`config.mk`:
```
export PLATFORM = sky130hd
export DESIGN_NAME = mem_copy_dma
export DESIGN_NICKNAME = d
export VERILOG_FILES = /design/src/rtl/mem_dma_pkg.sv /design/src/rtl/mem_copy_dma.sv
export SDC_FILE = /design/constraint.sdc
export NUM_CORES = 1
export LEC_CHECK = 0
export BUFFER_PORTS_ARGS = -buffer_cell sky130_fd_sc_hd__buf_2
export CAP_MARGIN = 20
export CELL_PAD_IN_SITES_DETAIL_PLACEMENT = 0
export CELL_PAD_IN_SITES_GLOBAL_PLACEMENT = 1
export CORE_UTILIZATION = 30
export DETAILED_ROUTE_END_ITERATION = 8
export GPL_ROUTABILITY_DRIVEN = 0
export PLACE_DENSITY_LB_ADDON = 0.1
export SETUP_SLACK_MARGIN = 0.15
export SYNTH_ARGS = -nofsm -noshare
export SYNTH_HDL_FRONTEND = slang
export SYNTH_SLANG_ARGS = --single-unit
```
`constraint.sdc`:
```
create_clock -name clk -period 3.7 [get_ports clk]
set_input_delay 0.74 -clock clk [delete_from_list [all_inputs] [get_ports clk]]
set_output_delay 0.74 -clock clk [all_outputs]
set_load 0.02 [all_outputs]
```
`src/rtl/mem_dma_pkg.sv`:
```
// Shared types and default widths for the memory-copy DMA master.
package mem_dma_pkg;

  localparam int unsigned DMA_ADDR_W = 16;
  localparam int unsigned DMA_DATA_W = 16;

  typedef enum logic [1:0] {
    IDLE  = 2'd0,
    READ  = 2'd1,
    WRITE = 2'd2,
    DONE  = 2'd3
  } dma_state_t;

endpackage : mem_dma_pkg

```
`src/rtl/mem_copy_dma.sv`:
```
// Block-copy master for a single-port-write / async-read word memory.
// Each word costs two cycles: READ captures the word, WRITE commits it.
// Build option MEM_COPY_DMA_BACKWARD_EN: overlapping copies with dst above
// src run from the top of the block downward (memmove semantics).
module mem_copy_dma
  import mem_dma_pkg::*;
#(
  parameter int unsigned ADDR_W = DMA_ADDR_W,
  parameter int unsigned DATA_W = DMA_DATA_W
) (
  input  logic              clk,
  input  logic              rst,
  input  logic              start,
  input  logic [ADDR_W-1:0] src_addr,
  input  logic [ADDR_W-1:0] dst_addr,
  input  logic [ADDR_W-1:0] length,
  input  logic [DATA_W-1:0] mem_read_data,
  output logic [ADDR_W-1:0] mem_read_address,
  output logic              mem_write,
  output logic [ADDR_W-1:0] mem_write_address,
  output logic [DATA_W-1:0] mem_write_input,
  output logic              busy,
  output logic              done
);

  dma_state_t        state_q, state_d;
  logic [ADDR_W-1:0] src_q, src_d;
  logic [ADDR_W-1:0] dst_q, dst_d;
  logic [ADDR_W-1:0] rem_q, rem_d;
  logic [ADDR_W-1:0] rd_addr_q, rd_addr_d;
  logic [DATA_W-1:0] data_q, data_d;
  logic              wr_q, wr_d;
  logic              busy_q, busy_d;
  logic              done_q, done_d;
  logic [ADDR_W-1:0] src_step_c, dst_step_c;
  logic [ADDR_W-1:0] src_start_c, dst_start_c;

`ifdef MEM_COPY_DMA_BACKWARD_EN
  logic              bwd_q, bwd_d;
  logic              overlap_c;

  // Detect a destination that lands inside the not-yet-read source window.
  always_comb begin
    overlap_c   = (dst_addr > src_addr) && (ADDR_W'(dst_addr - src_addr) < length);
    src_start_c = src_addr;
    dst_start_c = dst_addr;
    if (overlap_c) begin
      src_start_c = ADDR_W'(src_addr + length - ADDR_W'(1));
      dst_start_c = ADDR_W'(dst_addr + length - ADDR_W'(1));
    end
  end

  // Per-word pointer advance, downward for a backward copy.
  always_comb begin
    if (bwd_q) begin
      src_step_c = ADDR_W'(src_q - ADDR_W'(1));
      dst_step_c = ADDR_W'(dst_q - ADDR_W'(1));
    end else begin
      src_step_c = ADDR_W'(src_q + ADDR_W'(1));
      dst_step_c = ADDR_W'(dst_q + ADDR_W'(1));
    end
  end
`else
  // Start pointers come straight from the request.
  always_comb begin
    src_start_c = src_addr;
    dst_start_c = dst_addr;
  end

  // Per-word pointer advance; wraps modulo 2^ADDR_W.
  always_comb begin
    src_step_c = ADDR_W'(src_q + ADDR_W'(1));
    dst_step_c = ADDR_W'(dst_q + ADDR_W'(1));
  end
`endif

  // Next-state, counter and registered-output logic.
  always_comb begin
    state_d   = state_q;
    src_d     = src_q;
    dst_d     = dst_q;
    rem_d     = rem_q;
    rd_addr_d = rd_addr_q;
    data_d    = data_q;
`ifdef MEM_COPY_DMA_BACKWARD_EN
    bwd_d     = bwd_q;
`endif

    unique case (state_q)
      IDLE: begin
        if (start) begin
          src_d = src_start_c;
          dst_d = dst_start_c;
          rem_d = length;
`ifdef MEM_COPY_DMA_BACKWARD_EN
          bwd_d = overlap_c;
`endif
          state_d = (length == '0) ? DONE : READ;
        end
      end
      READ: begin
        data_d  = mem_read_data;
        state_d = WRITE;
      end
      WRITE: begin
        src_d   = src_step_c;
        dst_d   = dst_step_c;
        rem_d   = ADDR_W'(rem_q - ADDR_W'(1));
        state_d = (rem_q == ADDR_W'(1)) ? DONE : READ;
      end
      DONE: begin
        state_d = IDLE;
      end
      default: begin
        state_d = IDLE;
      end
    endcase

    // Read address is only updated on entry to READ and held otherwise.
    if (state_d == READ) begin
      rd_addr_d = src_d;
    end

    wr_d   = (state_d == WRITE);
    busy_d = (state_d != IDLE);
    done_d = (state_d == DONE);
  end

  // State and datapath registers; reset aborts any copy in flight.
  always_ff @(posedge clk or posedge rst) begin
    if (rst) begin
      state_q   <= IDLE;
      src_q     <= '0;
      dst_q     <= '0;
      rem_q     <= '0;
      rd_addr_q <= '0;
      data_q    <= '0;
      wr_q      <= 1'b0;
      busy_q    <= 1'b0;
      done_q    <= 1'b0;
    end else begin
      state_q   <= state_d;
      src_q     <= src_d;
      dst_q     <= dst_d;
      rem_q     <= rem_d;
      rd_addr_q <= rd_addr_d;
      data_q    <= data_d;
      wr_q      <= wr_d;
      busy_q    <= busy_d;
      done_q    <= done_d;
    end
  end

`ifdef MEM_COPY_DMA_BACKWARD_EN
  // Copy direction chosen at accept time.
  always_ff @(posedge clk or posedge rst) begin
    if (rst) begin
      bwd_q <= 1'b0;
    end else begin
      bwd_q <= bwd_d;
    end
  end
`endif

  assign mem_read_address  = rd_addr_q;
  assign mem_write         = wr_q;
  assign mem_write_address = dst_q;
  assign mem_write_input   = data_q;
  assign busy              = busy_q;
  assign done              = done_q;

endmodule : mem_copy_dma

```
==> flow_summary.yaml, run 1 <==
run_status:
  status: "completed"
global_routing:
  number_of_global_route_vias_before_repair: 3982
  congestion_overflow_gr: 0
  grt.total_usage_pct: 18.60
  grt_start_max_net_pins: 68
  wire_length_of_the_first_global_routing_pass_um: 21070
  antenna_violations_before_repair: 0
setup_path:
  max_stage_delay_ns: 0.81
  cpLargestDelayFamily: "flip-flops"
  cp-end-kind: "flop"
  crit_path_start_kind: "flop"
  crit_chain: "inv_1, nand2_1, mux2_2"
  launching_element_of_the_worst_setup_path: "state_q[1]$_DFF_PP0_"
  reg2reg_setup_slack_ns: 1.17
  worstPathMaxFanout: 37
  path_class: "flop to flop"
  cp-endpoint: "mem_write_input[12]$_DFFE_PP0N_"
  timing.reg2reg.worst_path_depth: 3
  timing.rr.end: "mem_write_input[12]$_DFFE_PP0N_"
  crit_arrival_ns: 2.77
  critical_path.n_buffers_inverters: 1
  cp.required_ns: 3.94
  timing.critical_path.depth: 3
  worst_path_max_delay_cell: "sky130_fd_sc_hd__dfrtp_2"
  critical_path.reg2reg.startpoint: "state_q[1]$_DFF_PP0_"
timing:
  finalSetupViolCount: 0
  timing.final.crit_period_ns: 2.534
  final_min_period_over_clock_period_pct: 68.49
  timing.setup.tns_ns: 0
  timing_max_transition_violations_final: 0
  clock_skew_ns: 0.006007
  achievable-frequency_mhz: 394.6
  finalHoldViolations: 0
  tightest_slew_ns: 0.7425
  timing.slew.headroom_pct: 50.38
  rsz_0062_raised_after_global_routing: "no"
synthesis:
  synth_flop_cell: "sky130_fd_sc_hd__dfrtp_1"
  synth.cell_area_um2: 4380
  synth.distinct_cells: 49
  synth-warning-count: 0
  netlist_instances: 450
  syn-num-nets: 521
  synth_area_per_cell_um2: 9.734
  yosysSeqAreaShare_pct: 48.56
  synth-edff-count: 0
  synthArstFlopShare_pct: 100.0
  yosys_register_bits: 85
power_and_ir_drop:
  power_switching_share_pct: 31.61
  internal_power_mw: 1.905
  switching_power_mw: 0.8807
  leakage_nw: 2.288
  power_density_nw_per_um2: 508.9
  pwr-share-comb_pct: 19.6
  share_clk_of_total_power_pct: 35.9
  power.share.sequential_pct: 44.5
  vdd_drop_max_v: 0.0002407
placed_design:
  final_hpwl_dp_um: 8750
  placement.io_buffers: 117
  postPlaceCellArea_um2: 5152
drt:
  detail_route.iter0.violations: 328
  routed-via-count: 3886
  drt_pass1_iterations: 4
  post-route-drc-count: 0
  detail_route.wirelength_um: 13040
  routed_wire_length_per_instance_um: 17.53
  route.detailed.vias_per_inst: 5.223
  drt.antenna.violating_nets: 0
cts:
  post_cts.repair.setup_buffers: 0
  htreeDepth: 3
  cts_max_path_buffers: 2
  cts_tree: "yes"
  clkSinkCount: 85
  cts_made_buffers: 9
  postCtsHoldBufs: 0
  clkLatencyLatePin_ns: 0.35
  post_cts.resized_instances: 0
  clk_pin_slew_ns: 0.07
  root_buffer_cell: "sky130_fd_sc_hd__clkbuf_16"
cells_and_area:
  most_common_cell_after_layout_fill_and_taps_aside: "sky130_fd_sc_hd__buf_2"
  summed_area_of_non_filler_cells_in_the_final_layout_um2: 5475
  final_layout_net_count: 630
  insertedDiodeCount: 0
  area.growth.synth_to_final_pct: 24.99
  layout_common_cells: "sky130_fd_sc_hd__buf_2 (117), sky130_fd_sc_hd__dfrtp_1 (84), sky130_fd_sc_hd__a21oi_1 (55)"
  drive_above_1_share_pct: 32.45
  final_core_utilization_pct: 38.99
floorplan:
  fp.coreArea_um2: 14040
  die_width_um: 122.8
  effective_utilization_at_floorplan_pct: 31.19
  die_y_um: 122.8
  dieArea_um2: 15090
  top_level_ports: 118
  num_rows: 43
min_path:
  hp-class: "input port to asynchronous set/reset pin"
flow_run:
  drv.max_cap_violation_count: 0
-- per-stage QoR --
| stage | worst slack [ns] | power, mW | hold WS, ns | cells |
|---|---|---|---|---|
| after floorplan | 0.7665 | 1.586 | 0.4923 | 450 |
| after global placement | 1.047 | 1.797 | 0.4831 | 728 |
| after detailed placement | 1.035 | 1.800 | 0.4865 | 728 |
| after CTS | 1.166 | 2.827 | 0.3346 | 744 |
| after global routing | 0.9677 | 2.940 | 0.3491 | 744 |
| final | 1.166 | 2.786 | 0.3312 | 744 |
-- cells in the mapped netlist (2+ instances only) --
cell / number / area share, %
sky130_fd_sc_hd__a211oi_1: 2 / 0.34
sky130_fd_sc_hd__a21o_1: 5 / 0.86
sky130_fd_sc_hd__a21oi_1: 55 / 6.3
sky130_fd_sc_hd__a22oi_1: 10 / 1.7
sky130_fd_sc_hd__a2bb2oi_1: 2 / 0.40
sky130_fd_sc_hd__a31oi_1: 4 / 0.57
sky130_fd_sc_hd__and3_1: 4 / 0.57
sky130_fd_sc_hd__and4_1: 3 / 0.60
sky130_fd_sc_hd__and4_2: 2 / 0.46
sky130_fd_sc_hd__buf_2: 4 / 0.46
sky130_fd_sc_hd__clkbuf_1: 21 / 1.8
sky130_fd_sc_hd__clkinv_1: 2 / 0.17
sky130_fd_sc_hd__dfrtp_1: 85 / 49
sky130_fd_sc_hd__ha_1: 4 / 1.1
sky130_fd_sc_hd__inv_1: 10 / 0.86
sky130_fd_sc_hd__mux2_2: 32 / 8.2
sky130_fd_sc_hd__mux2i_1: 3 / 0.69
sky130_fd_sc_hd__nand2_1: 36 / 3.1
sky130_fd_sc_hd__nand2b_1: 4 / 0.57
sky130_fd_sc_hd__nand3_1: 19 / 2.2
sky130_fd_sc_hd__nand4_1: 12 / 1.7
sky130_fd_sc_hd__nand4b_1: 2 / 0.40
sky130_fd_sc_hd__nor2_1: 27 / 2.3
sky130_fd_sc_hd__nor2b_1: 3 / 0.43
sky130_fd_sc_hd__nor3_1: 8 / 0.91
sky130_fd_sc_hd__nor4_1: 7 / 1.0
sky130_fd_sc_hd__o21ai_0: 29 / 3.3
sky130_fd_sc_hd__o22a_1: 5 / 1.0
sky130_fd_sc_hd__o22ai_1: 16 / 2.3
sky130_fd_sc_hd__o32ai_1: 4 / 0.80
sky130_fd_sc_hd__or3_1: 4 / 0.57
sky130_fd_sc_hd__xnor2_1: 3 / 0.60
sky130_fd_sc_hd__xor2_1: 7 / 1.4
-- flip-flops by register name, indices dropped and copies added (netlist names) --
register	flops
mem_write_input	16
src_q	16
state_q	2
rem_q	16
done	1
mem_read_address	16
mem_write	1
busy	1
mem_write_address	16
-- power by group through the flow --
stage / sequential [mW] / combinational, mW / clock, mW
after floorplan: 1.32 / 0.266 / 0
after global placement: 1.25 / 0.544 / 0
after detailed placement: 1.25 / 0.547 / 0
after CTS: 1.24 / 0.553 / 1.04
after global routing: 1.27 / 0.603 / 1.07
final: 1.24 / 0.545 / 1.00
-- cell families (layout without fill, tap and decap cells) --
family	Yosys count	after routing	synth area share, %
and+or+nand+nor	138	138	16.65
buffers and inverters	39	153	3.628
DFF	85	85	48.56
xor gates and xnor gates	10	10	2.000
adders and majority gates	4	4	1.143
muxes	35	35	8.912
AOI/OAI and AO/OA	139	139	19.11
-- final cells by class --
type / count / area, um^2
clock buffers: 10 / 229.0
clock inverters: 6 / 93.84
fillers: 1435 / 8567
inverters: 12 / 46.29
multi-input cells: 326 / 2095
flip-flops and latches: 85 / 2128
well taps: 180 / 225.2
repair buffers: 125 / 658.1
-- worst min-delay path by stage --
stage                                               start                               to  slack [ns]  cells past startpoint
after floorplan                       src_q[14]$_DFF_PP0_              src_q[14]$_DFF_PP0_        0.49                      1
after global placement    mem_write_input[14]$_DFFE_PP0N_  mem_write_input[14]$_DFFE_PP0N_        0.48                      1
after detailed placement   mem_write_input[9]$_DFFE_PP0N_   mem_write_input[9]$_DFFE_PP0N_        0.49                      1
after CTS                                             rst  mem_read_address[0]$_DFFE_PP0N_        0.33                      2
after global routing                                  rst  mem_read_address[0]$_DFFE_PP0N_        0.35                      2
final                                                 rst  mem_read_address[0]$_DFFE_PP0N_        0.33                      2
-- per-layer routing --
layer,wire length [um],GRT usage (%),vias to the layer above
met1,6080,23.64,1864
met3,793,5.483,15
met2,5980,30.65,126
met5,0,0,-
li1,-,-,1881
met4,184,4.878,0
(Power assumes the default switching activity.)
==> inputs of run 2 (changes only) <==
ABC_AREA = 1   (was default)
clock period = 2.6 ns   (was 3.7 ns; I/O delays follow)
==> run 2 against run 1 <==
  * First-iteration DRC count is 7.9% lower
  * Non-clock buffer count is 2 lower
  * Clock power is 26% higher
  * Clock skew is 0.0039 ns higher
  * Die area is 5.1% higher
  * Largest cell class is now multi-input combinational cells
==> flow_summary.yaml, run 2 <==
synthesis:
  synth.distinct_cells: 35
  yosys_register_bits: 85
  synth_area_per_cell_um2: 7.328
  synthMostInstantiatedCell: "sky130_fd_sc_hd__nand2_1"
  synth.cell_area_um2: 4609
  yosysSeqAreaShare_pct: 46.15
  netlist_instances: 629
  syn-num-nets: 700
  synth.top_cell.area_share_pct: 46.15
  synth-edff-count: 0
  synth_flop_cell: "sky130_fd_sc_hd__dfrtp_1"
  yosys-top-cells-count: "sky130_fd_sc_hd__nand2_1 (212), sky130_fd_sc_hd__dfrtp_1 (85), sky130_fd_sc_hd__nor2_1 (66)"
  synth.top_cells.by_area: "sky130_fd_sc_hd__dfrtp_1 (46%), sky130_fd_sc_hd__nand2_1 (17%), sky130_fd_sc_hd__o21ai_0 (6.4%)"
  synthArstFlopShare_pct: 100.0
  synth-warning-count: 0
  synth_largest_area_cell: "sky130_fd_sc_hd__dfrtp_1"
setup_path:
  crit_arrival_ns: 2.31
  reg2reg_setup_slack_ns: 0.53
  path_class: "flop to flop"
  critical_path.reg2reg.startpoint: "state_q[0]$_DFF_PP0_"
  worstPathMaxFanout: 27
  crit_chain: "inv_1, nand2_4, inv_2, buf_4, nand3_1, o21ai_0, nand2_1, nand2_1, inv_1"
  crit_path_start_kind: "flop"
  worst_path_max_delay_cell: "sky130_fd_sc_hd__dfrtp_1"
  cp-end-kind: "flop"
  launching_element_of_the_worst_setup_path: "state_q[0]$_DFF_PP0_"
  max_stage_delay_ns: 0.44
  cp.required_ns: 2.84
cells_and_area:
  multi_input_area_um2: 2153
  drive_above_1_share_pct: 20.59
  area.growth.synth_to_final_pct: 22.75
  area.sequential_um2: 2127
  final_layout_net_count: 814
  insertedDiodeCount: 0
  layout_common_cells: "sky130_fd_sc_hd__nand2_1 (212), sky130_fd_sc_hd__buf_2 (117), sky130_fd_sc_hd__dfrtp_1 (85)"
  summed_area_of_non_filler_cells_in_the_final_layout_um2: 5658
  final_core_utilization_pct: 38.35
  most_common_cell_after_layout_fill_and_taps_aside: "sky130_fd_sc_hd__nand2_1"
  fillerInstances: 1612
timing:
  clock_skew_ns: 0.009897
  hold_slack_ns: 0.1910
  final_min_period_over_clock_period_pct: 79.72
  timing.final.crit_period_ns: 2.073
  rsz_0062_raised_after_global_routing: "no"
  timing.setup.tns_ns: 0
  achievable-frequency_mhz: 482.5
  tightest_slew_ns: 0.6998
  timing.slew.headroom_pct: 52.99
  finalSetupViolCount: 0
  finalHoldViolations: 0
  timing_max_transition_violations_final: 0
global_routing:
  grt.total_usage_pct: 18.04
  number_of_global_route_vias_before_repair: 4380
  antenna_violations_before_repair: 0
  grt_start_max_net_pins: 42
  wire_length_of_the_first_global_routing_pass_um: 22500
  congestion_overflow_gr: 0
cts:
  cts_tree: "yes"
  clk_pin_slew_ns: 0.07
  post_cts.repair.setup_buffers: 0
  post_cts.resized_instances: 0
  htreeDepth: 3
  cts_made_buffers: 9
  clkLatencyLatePin_ns: 0.35
  postCtsHoldBufs: 0
  clkSinkCount: 85
  cts_max_path_buffers: 2
  root_buffer_cell: "sky130_fd_sc_hd__clkbuf_16"
drt:
  maxUsedRoutingLayer: "met4"
  dr_wl_met2_um: 6191
  wl_met1_um: 6588
  post-route-drc-count: 0
  routed_wire_length_per_instance_um: 14.55
  routed-via-count: 4479
  detail_route.wirelength_um: 13560
  drt_pass1_iterations: 5
  dr_wl_met3_um: 676
  detail_route.iter0.violations: 302
  drt.antenna.violating_nets: 0
  route.detailed.vias_per_inst: 4.806
placed_design:
  final_hpwl_dp_um: 9722
  placement.io_buffers: 117
  postPlaceCellArea_um2: 5374
run_status:
  status: "completed"
floorplan:
  die_y_um: 126.0
  top_level_ports: 118
  die_width_um: 126.0
  dieArea_um2: 15860
  fp.coreArea_um2: 14750
  num_rows: 44
  effective_utilization_at_floorplan_pct: 31.24
power_and_ir_drop:
  vdd_drop_max_v: 0.0005283
  leakage_nw: 2.902
  power_density_nw_per_um2: 1278
min_path:
  hp-class: "input port to asynchronous set/reset pin"
flow_run:
  drv.max_cap_violation_count: 0
-- run 2: cell types whose count changed after synthesis, sizes merged, moves of 7 or more --
cell    before  now
nand3       19   44
a21oi       55   20
buf          6   13
clkbuf      21    7
nor2        28   70
inv         10   57
o21ai       30   61
o22ai       16    7
nor4         8    0
nand2       36  216
mux2        32    0
-- run 2: area by class of cell --
class	count	area share [%]
timing repair buffer	123	11.37
inverter	57	3.892
sequential	85	37.59
tap	184	4.069
clock buffer	11	4.290
multi-input combinational	467	38.06
clock inverter	5	0.7298
-- run 2: cells by family after synthesis --
family	synth area share [%]
compound gates	12.87
xor+xnor	0.5701
fa+ha+maj	1.086
buf+inv	7.139
flops	46.15
simple gates	32.19
-- run 2: metrics by stage --
stage,worst slack [ns],power (mW),cells
after floorplan,1.036,4.950,629
after global routing,0.3491,7.918,932
after detailed placement,0.5475,6.026,916
final,0.5274,7.231,932
after CTS,0.5361,7.334,932
after global placement,0.5588,6.019,916
-- run 2: power breakdown --
part	total, mW	internal (mW)	switching (mW)
Sequential	2.49	1.98	0.509
Combinational	3.49	1.10	2.39
Clock	1.26	0.685	0.573
-- run 2: worst max-delay path: cells and delay by family, from the launching register on --
| family | cells | cell delay [ns] |
|---|---|---|
| compound gates | 1 | 0.10 |
| buf+inv | 4 | 0.98 |
| flops | 1 | 0.44 |
| simple gates | 4 | 0.43 |
-- run 2: metal layers --
layer  global-route usage, %  vias up
met1                   24.28     2085
met2                   28.86      112
met5                       0        -
met4                   4.111        0
li1                        -     2274
met3                   4.885        8
-- run 2: path summary, 6_finish.rpt --
check                                               endpoint  cells past startpoint
setup reg to reg           mem_write_address[10]$_DFFE_PP0P_                      9
hold reg to reg               mem_write_input[8]$_DFFE_PP0N_                      2
setup / recovery           mem_write_address[10]$_DFFE_PP0P_                      9
hold / removal               mem_read_address[0]$_DFFE_PP0N_                      2
max in group asynchronous  mem_write_address[15]$_DFFE_PP0P_                      3
min in group clk              mem_write_input[6]$_DFFE_PP0N_                      3
